### config.mk
export PLATFORM = sky130hd
export DESIGN_NAME = mips_mc_ctrl
export DESIGN_NICKNAME = d
export VERILOG_FILES = /design/src/rtl/mips_pkg.sv /design/src/rtl/mips_mc_outdec.sv /design/src/rtl/mips_mc_ctrl.sv
export SDC_FILE = /design/constraint.sdc
export NUM_CORES = 1
export LEC_CHECK = 0
export CAP_MARGIN = 10
export CORE_UTILIZATION = 37
export DETAILED_ROUTE_END_ITERATION = 8
export MAX_ROUTING_LAYER = met4
export PLACE_DENSITY = 0.78
export SYNTH_ARGS = -nofsm -noshare
export SYNTH_HDL_FRONTEND = slang
export SYNTH_SLANG_ARGS = --single-unit
export TNS_END_PERCENT = 30
### constraint.sdc
create_clock -name clk -period 1.59 [get_ports clk]
set_clock_uncertainty 0.1 [all_clocks]
set_input_delay 0.2385 -clock clk [delete_from_list [all_inputs] [get_ports clk]]
set_output_delay 0.2385 -clock clk [all_outputs]
set_load 0.005 [all_outputs]
### src/rtl/mips_pkg.sv
// Shared state, opcode and control-field encodings for the multicycle MIPS control unit.
package mips_pkg;

    localparam int STATE_W = 4;

    typedef enum logic [STATE_W-1:0] {
        S_FETCH  = 4'd0,
        S_DECODE = 4'd1,
        S_MEMADR = 4'd2,
        S_MEMRD  = 4'd3,
        S_MEMWB  = 4'd4,
        S_MEMWR  = 4'd5,
        S_EXEC   = 4'd6,
        S_RWB    = 4'd7,
        S_BRANCH = 4'd8,
        S_JUMP   = 4'd9,
        S_ADDIEX = 4'd10,
        S_ADDIWB = 4'd11
    } state_t;

    localparam logic [5:0] OP_RTYPE = 6'b000000;
    localparam logic [5:0] OP_LW    = 6'b100011;
    localparam logic [5:0] OP_SW    = 6'b101011;
    localparam logic [5:0] OP_BEQ   = 6'b000100;
    localparam logic [5:0] OP_J     = 6'b000010;
    localparam logic [5:0] OP_ADDI  = 6'b001000;

    localparam logic [1:0] ALUB_REG   = 2'd0;
    localparam logic [1:0] ALUB_FOUR  = 2'd1;
    localparam logic [1:0] ALUB_IMM   = 2'd2;
    localparam logic [1:0] ALUB_IMMSH = 2'd3;

    localparam logic [1:0] PCSRC_ALU    = 2'd0;
    localparam logic [1:0] PCSRC_ALUOUT = 2'd1;
    localparam logic [1:0] PCSRC_JUMP   = 2'd2;

    localparam logic [1:0] ALUOP_ADD   = 2'd0;
    localparam logic [1:0] ALUOP_SUB   = 2'd1;
    localparam logic [1:0] ALUOP_FUNCT = 2'd2;

    typedef struct packed {
        logic       regDst;
        logic       aluSrcA;
        logic       memToReg;
        logic       iord;
        logic [1:0] aluSrcB;
        logic [1:0] pcSrc;
        logic [1:0] aluOp;
        logic       irWrite;
        logic       pcWrite;
        logic       pcWriteCond;
        logic       memRead;
        logic       memWrite;
        logic       regWrite;
    } ctrl_t;

    localparam int CTRL_W = $bits(ctrl_t);

    function automatic logic isSupported(input logic [5:0] op);
        return (op == OP_RTYPE) || (op == OP_LW) || (op == OP_SW) ||
               (op == OP_BEQ)   || (op == OP_J)  || (op == OP_ADDI);
    endfunction

endpackage

### src/rtl/mips_mc_outdec.sv
// Pure state-to-control-word decoder; unknown state encodings decode to an all-zero word.
module mips_mc_outdec
    import mips_pkg::*;
(
    input  logic [STATE_W-1:0] i_state,
    output logic [CTRL_W-1:0]  o_ctrl
);

    ctrl_t w_ctrl;

    always_comb begin
        w_ctrl = '0;
        case (i_state)
            S_FETCH: begin
                w_ctrl.memRead = 1'b1;
                w_ctrl.iord    = 1'b0;
                w_ctrl.irWrite = 1'b1;
                w_ctrl.aluSrcA = 1'b0;
                w_ctrl.aluSrcB = ALUB_FOUR;
                w_ctrl.aluOp   = ALUOP_ADD;
                w_ctrl.pcSrc   = PCSRC_ALU;
                w_ctrl.pcWrite = 1'b1;
            end
            S_DECODE: begin
                w_ctrl.aluSrcA = 1'b0;
                w_ctrl.aluSrcB = ALUB_IMMSH;
                w_ctrl.aluOp   = ALUOP_ADD;
            end
            S_MEMADR: begin
                w_ctrl.aluSrcA = 1'b1;
                w_ctrl.aluSrcB = ALUB_IMM;
                w_ctrl.aluOp   = ALUOP_ADD;
            end
            S_MEMRD: begin
                w_ctrl.memRead = 1'b1;
                w_ctrl.iord    = 1'b1;
            end
            S_MEMWB: begin
                w_ctrl.regDst   = 1'b0;
                w_ctrl.memToReg = 1'b1;
                w_ctrl.regWrite = 1'b1;
            end
            S_MEMWR: begin
                w_ctrl.memWrite = 1'b1;
                w_ctrl.iord     = 1'b1;
            end
            S_EXEC: begin
                w_ctrl.aluSrcA = 1'b1;
                w_ctrl.aluSrcB = ALUB_REG;
                w_ctrl.aluOp   = ALUOP_FUNCT;
            end
            S_RWB: begin
                w_ctrl.regDst   = 1'b1;
                w_ctrl.memToReg = 1'b0;
                w_ctrl.regWrite = 1'b1;
            end
            // Final PC enable (pc_write | pc_write_cond & zero) is formed in the datapath.
            S_BRANCH: begin
                w_ctrl.aluSrcA     = 1'b1;
                w_ctrl.aluSrcB     = ALUB_REG;
                w_ctrl.aluOp       = ALUOP_SUB;
                w_ctrl.pcSrc       = PCSRC_ALUOUT;
                w_ctrl.pcWriteCond = 1'b1;
            end
            S_JUMP: begin
                w_ctrl.pcSrc   = PCSRC_JUMP;
                w_ctrl.pcWrite = 1'b1;
            end
            S_ADDIEX: begin
                w_ctrl.aluSrcA = 1'b1;
                w_ctrl.aluSrcB = ALUB_IMM;
                w_ctrl.aluOp   = ALUOP_ADD;
            end
            S_ADDIWB: begin
                w_ctrl.regDst   = 1'b0;
                w_ctrl.memToReg = 1'b0;
                w_ctrl.regWrite = 1'b1;
            end
            default: w_ctrl = '0;
        endcase
    end

    assign o_ctrl = w_ctrl;

endmodule

### src/rtl/mips_mc_ctrl.sv
// Multicycle MIPS control FSM: state register, next-state logic and output gating.
module mips_mc_ctrl
    import mips_pkg::*;
#(
    parameter int OPC_W = 6
) (
    input  logic             clk,
    input  logic             reset,
    input  logic [OPC_W-1:0] opcode,
    input  logic             zero,
    input  logic             mem_ready,
    output logic             reg_dst,
    output logic             alu_src_a,
    output logic             mem_to_reg,
    output logic             iord,
    output logic [1:0]       alu_src_b,
    output logic [1:0]       pc_src,
    output logic [1:0]       alu_op,
    output logic             ir_write,
    output logic             pc_write,
    output logic             pc_write_cond,
    output logic             mem_read,
    output logic             mem_write,
    output logic             reg_write,
    output logic             bad_op,
    output logic [3:0]       state
);

    state_t              r_state;
    state_t              w_nextState;
    logic                r_badOp;
    logic                w_badOpNext;
    logic [CTRL_W-1:0]   w_decBits;
    ctrl_t               w_decCtrl;
    ctrl_t               w_ctrl;
    logic                w_unusedZero;

    // The zero flag is consumed by the datapath's PC-enable gate, not here.
    assign w_unusedZero = zero;

    always_ff @(posedge clk) begin
        if (reset) begin
            r_state <= S_FETCH;
            r_badOp <= 1'b0;
        end else begin
            r_state <= w_nextState;
            r_badOp <= w_badOpNext;
        end
    end

    always_comb begin
        w_nextState = S_FETCH;
        w_badOpNext = 1'b0;
        case (r_state)
            S_FETCH:  w_nextState = mem_ready ? S_DECODE : S_FETCH;
            S_DECODE: begin
                case (opcode)
                    OP_RTYPE: w_nextState = S_EXEC;
                    OP_LW,
                    OP_SW:    w_nextState = S_MEMADR;
                    OP_BEQ:   w_nextState = S_BRANCH;
                    OP_J:     w_nextState = S_JUMP;
                    OP_ADDI:  w_nextState = S_ADDIEX;
                    default:  w_nextState = S_FETCH;
                endcase
                w_badOpNext = !isSupported(opcode);
            end
            S_MEMADR: begin
                if (opcode == OP_LW)
                    w_nextState = S_MEMRD;
                else if (opcode == OP_SW)
                    w_nextState = S_MEMWR;
                else
                    w_nextState = S_FETCH;
            end
            S_MEMRD:  w_nextState = mem_ready ? S_MEMWB : S_MEMRD;
            S_MEMWB:  w_nextState = S_FETCH;
            S_MEMWR:  w_nextState = mem_ready ? S_FETCH : S_MEMWR;
            S_EXEC:   w_nextState = S_RWB;
            S_RWB:    w_nextState = S_FETCH;
            S_BRANCH: w_nextState = S_FETCH;
            S_JUMP:   w_nextState = S_FETCH;
            S_ADDIEX: w_nextState = S_ADDIWB;
            S_ADDIWB: w_nextState = S_FETCH;
            default:  w_nextState = S_FETCH;
        endcase
    end

    mips_mc_outdec u_outdec (
        .i_state (r_state),
        .o_ctrl  (w_decBits)
    );

    assign w_decCtrl = ctrl_t'(w_decBits);

    // IR and PC only latch once the fetch completes; reset forces a quiet control word.
    always_comb begin
        w_ctrl = w_decCtrl;
        if (r_state == S_FETCH && !mem_ready) begin
            w_ctrl.irWrite = 1'b0;
            w_ctrl.pcWrite = 1'b0;
        end
        if (reset)
            w_ctrl = '0;
    end

    assign reg_dst       = w_ctrl.regDst;
    assign alu_src_a     = w_ctrl.aluSrcA;
    assign mem_to_reg    = w_ctrl.memToReg;
    assign iord          = w_ctrl.iord;
    assign alu_src_b     = w_ctrl.aluSrcB;
    assign pc_src        = w_ctrl.pcSrc;
    assign alu_op        = w_ctrl.aluOp;
    assign ir_write      = w_ctrl.irWrite;
    assign pc_write      = w_ctrl.pcWrite;
    assign pc_write_cond = w_ctrl.pcWriteCond;
    assign mem_read      = w_ctrl.memRead;
    assign mem_write     = w_ctrl.memWrite;
    assign reg_write     = w_ctrl.regWrite;
    assign bad_op        = r_badOp;
    assign state         = r_state;

endmodule

==> results of run 1 <==
[synthesized netlist by cell type (all sizes together) (2+ instances only)]
cell type | number | area share [%]
a21oi | 6 | 5.4
a31oi | 2 | 2.3
and3 | 3 | 3.6
buf | 4 | 5.2
dfxtp | 5 | 18
nand2 | 6 | 4.1
nand2b | 4 | 4.5
nand3 | 3 | 2.7
nor2 | 10 | 7.3
nor2b | 4 | 4.5
nor3 | 8 | 7.3
nor4 | 2 | 2.3
o211ai | 2 | 2.7
o21ai | 3 | 2.7
o311ai | 2 | 3.2
or2 | 2 | 2.3
xor2 | 2 | 3.2
[stage by stage]
| step | hold slack [ns] | area (sq um) | cells |
|---|---|---|---|
| after floorplan | 0.3099 | 551.8 | 80 |
| after global placement | 0.5627 | 1084 | 153 |
| after detailed placement | 0.5694 | 1084 | 153 |
| after CTS | 0.4508 | 1279 | 167 |
[kinds of logic after synthesis]
logic type / after synthesis
AO/OA/AOI/OAI: 21
XOR/XNOR: 3
buffers and inverters: 5
flip-flops: 5
AND/OR/NAND/NOR: 46
[what timing repair did]
item,4_1_cts
buffers inserted,10
endpoints found under the setup margin,21
resized for setup,92
endpoints found under the hold margin,0
pin swaps,9
==> impl_metrics.yaml, run 1 <==
yosys:
  synth-main-ff-cell: "dfxtp_1"
  syn_inst: 80
  synth_fa_ha_area_share_pct: 0
  synthMuxAreaShare_pct: 0
  synth_warnings: 0
  post_synth.cell_area_avg_sq_um: 6.897
  synth_top_family_by_area: "simple AND/OR/NAND/NOR gates"
  synth.net_count: 90
  synth-simple-area-share_pct: 44.67
  yosys_register_bits: 5
  synth_edf_count: 0
  syn_area_sq_um: 551.8
  async_flop_share_pct: 0
  ys_seq_area_share_pct: 18.14
  synth.distinct_cells: 35
  synth_compound_area_share_pct: 26.53
  synthXorXnorAreaFrac_pct: 4.762
placement:
  dp_hpwl_um: 1507
  post-place-ws_ns: -0.5660
  gp_congestion: 0.8433
  io_buffers: 29
sta:
  repair-timing-grt-worst-ep: "mem_to_reg"
  worstEpCategory: "primary output"
clocking:
  clock-sinks: 5
  cts_root_buffer: "clkbuf_4"
  numCtsBuffers: 3
  cts-htree-levels: 1
  ctsHoldBuffers: 0
  clk_path_buf_depth: 2
floorplanning:
  rows: 13
  dieWidth_um: 40.62
  die_h_um: 40.62
  start_util_pct: 40.87
  ios: 31
global_routing:
  grt_start_max_net_pins: 10
outcome:
  failing_step: "5_1_grt"
  status: "stopped before the end"
  error: "[ERROR DPL-0038] Utilization greater than 100%, impossible to legalize"
==> inputs of run 2 (changes only) <==
--- a/config.mk
+++ b/config.mk
@@ -6,10 +6,10 @@
 export NUM_CORES = 1
 export LEC_CHECK = 0
 export CAP_MARGIN = 10
-export CORE_UTILIZATION = 37
+export CORE_AREA = 2 2 63 65
 export DETAILED_ROUTE_END_ITERATION = 8
-export MAX_ROUTING_LAYER = met4
-export PLACE_DENSITY = 0.78
+export DIE_AREA = 0 0 65 67
+export PLACE_DENSITY_LB_ADDON = 0.15
 export SYNTH_ARGS = -nofsm -noshare
 export SYNTH_HDL_FRONTEND = slang
 export SYNTH_SLANG_ARGS = --single-unit
==> run 2 against run 1 <==
The flow now finishes, with violations (setup timing). Synthesized cell count is the same. Area after synthesis is the same.
==> impl_metrics.yaml, run 2 <==
critical_path:
  crit_required_ns: 1.25
  reg2reg_from: "state[2]"
  reg2reg_to: "state[2]"
  crit_path_start_kind: "flop"
  end_kind: "primary output"
  crit_arrival_ns: 1.31
  r2r_cells: 6
  cp_max_fo: 5
  r2r_setup_slack_ns: -0.04
  crit_type: "reg -> out"
yosys:
  async_flop_share_pct: 0
  synth_edf_count: 0
  yosysTopAreaCell: "dfxtp_1"
  synth_warnings: 0
  yosys-top-cells-count: "nor2_1 (9), nor3_1 (8), a21oi_1 (6), nand2_1 (6), dfxtp_1 (5)"
  syn_area_sq_um: 551.8
  ys_seq_area_share_pct: 18.14
  synth.area.top_cells: "dfxtp_1 (18%), nor3_1 (7.3%), nor2_1 (6.1%), a21oi_1 (5.4%), nand2b_1 (4.5%)"
  synth.distinct_cells: 35
  synth_most_common_cell: "nor2_1"
  post_synth.cell_area_avg_sq_um: 6.897
  yosys_register_bits: 5
  synth.net_count: 90
  syn_inst: 80
  synth-main-ff-cell: "dfxtp_1"
  yosysTopAreaCellShare_pct: 18.14
sta:
  rsz0062_at_grt: "yes"
  timing.max_slew.rel_slack_pct: 82.48
  hold_ws_ns: 0.3832
  timing.fmax_mhz: 605.2
  finalMaxSlewViolations: 0
  tns_ns: -0.1741
  worst_slack_ns: -0.06231
  fin_crit_sh_pct: 103.9
  worst_pin_slew_ns: 0.2587
  final_hold_viol_count: 0
  period_needed_ns: 1.652
  setup_viol_count_final: 5
placement:
  gp_congestion: 0.6964
  io_buffers: 29
  dp_hpwl_um: 1672
  post_dp_cell_area_sq_um: 1147
final_layout:
  stdcell_area_sq_um: 1379
  layout-drive-gt1-share_pct: 57.89
  antenna_cells: 0
  fillers: 397
  largest_reg_flops: 4
  nNetsFinal: 163
  final_common_cell: "buf_4"
  most-common-layout-cells: "buf_4 (34), buf_6 (9), buf_2 (8)"
  area_delta_synth_final_pct: 149.9
  utilization_pct: 38.24
clocking:
  numCtsBuffers: 3
  cts-htree-levels: 1
  clk_path_buf_depth: 2
  clk_transition_reported_paths_ns: 0.03
  cts_tree: "yes"
  cts_root_buffer: "clkbuf_8"
  clock_latency_ns: 0.22
  clock-sinks: 5
outcome:
  status: "complete, but fails checks"
  failed_checks: "setup timing"
pwr:
  peakVddDrop_mv: 0.1430
  finalPower_uw: 545.1
  leakagePower_uw: 0.0006504
  power.density_nw_per_um2: 395.3
floorplanning:
  ios: 31
  die_h_um: 67
  rows: 22
  start_util_pct: 15.30
  core_sq_um: 3606
  dieArea_sq_um: 4355
  dieWidth_um: 65
drt:
  first_pass_iters: 3
  vias: 850
  drcViolationCount: 0
  via_per_inst: 4.250
  drt-initial-drc-count: 19
  drtAntennaViolNets: 0
  post_drt_wl_per_cell_um: 11.35
  drt-total-wl_um: 2269
worst_hold_path:
  worstHoldEndpoint: "state[1]"
  hp-class: "in -> reg"
  hold-path-cell-count: 3
  min_from: "reset"
global_routing:
  grt_start_max_net_pins: 11
  grt_pass1_wl_um: 3346
  overflow: 0
  antenna_found_initial: 0
  grt_pass1_vias: 750
  grt_usage_pct: 9.826
run:
  cap_violations: 0
[run 2: cell counts after synthesis]
No cell type changed its count.
[run 2: metal layers]
layer	up-vias	GRT usage, %	routed length (um)
li1	442	-	-
met1	379	11.58	992
met2	29	17.40	1142
met3	0	1.858	133
met4	0	3.989	0
met5	-	0	0
[run 2: worst max path at each step]
stage,start,endpoint,slack (ns),cells after the start
3_5_place_dp,reset,alu_src_a,-0.65,4
6_report,state[3],reg_write,-0.06,7
4_1_cts,state[3],pc_src[1],-0.22,4
3_3_place_gp,reset,alu_src_a,-0.67,4
2_1_floorplan,state[3],pc_src[0],0.03,4
5_1_grt,state[3],reg_write,-0.13,7
[run 2: layout make-up]
class / count / area, sq um / share of cell area (%)
Multi-Input combinational cell: 70 / 556.8 / 40.38
Sequential cell: 5 / 115.1 / 8.348
Timing Repair Buffer: 73 / 601.8 / 43.65
Clock buffer: 4 / 45.04 / 3.267
Tap cell: 48 / 60.06 / 4.356
[run 2: per-stage QoR]
stage,setup slack (ns),instances
after floorplan,0.02862,80
after global placement,-0.6732,189
after detailed placement,-0.6472,189
after CTS,-0.2197,195
after global routing,-0.1291,200
final,-0.06231,200
[run 2: repair_timing]
action | CTS | global route
endpoints found under the hold margin | 0 | 0
hold buffers | 0 | 0
pin swaps | 3 | 13
gates resized for setup | 65 | 41
setup endpoints to repair | 22 | 19
cloned | 0 | 0
buffers inserted | 3 | 5
[run 2: worst max-delay path: stages, from the launching register on]
cell	delay [ns]
dfxtp_4	0.35
buf_6	0.14
buf_6	0.11
xnor2_2	0.13
nor2_1	0.06
a21oi_1	0.12
nor2_1	0.06
buf_2	0.12
[run 2: logic make-up (layout without fill, tap and decap cells)]
family / after synthesis / count (layout) / synth area share [%]
AO/OA/AOI/OAI: 21 / 21 / 26.53
XOR/XNOR: 3 / 3 / 4.763
buffers and inverters: 5 / 77 / 5.895
flip-flops: 5 / 5 / 18.14
AND/OR/NAND/NOR: 46 / 46 / 44.67
[run 2: report_power, final]
| part | total (uW) | switching, uW | leakage [uW] | internal, uW |
|---|---|---|---|---|
| Clock | 227 | 55.4 | 0.0000228 | 171 |
| Sequential | 137 | 11.4 | 0.0000437 | 126 |
| Combinational | 181 | 71.6 | 0.000584 | 109 |
| Total | 545 | 138 | 0.000650 | 407 |
Power figures use the tool's default switching activity.
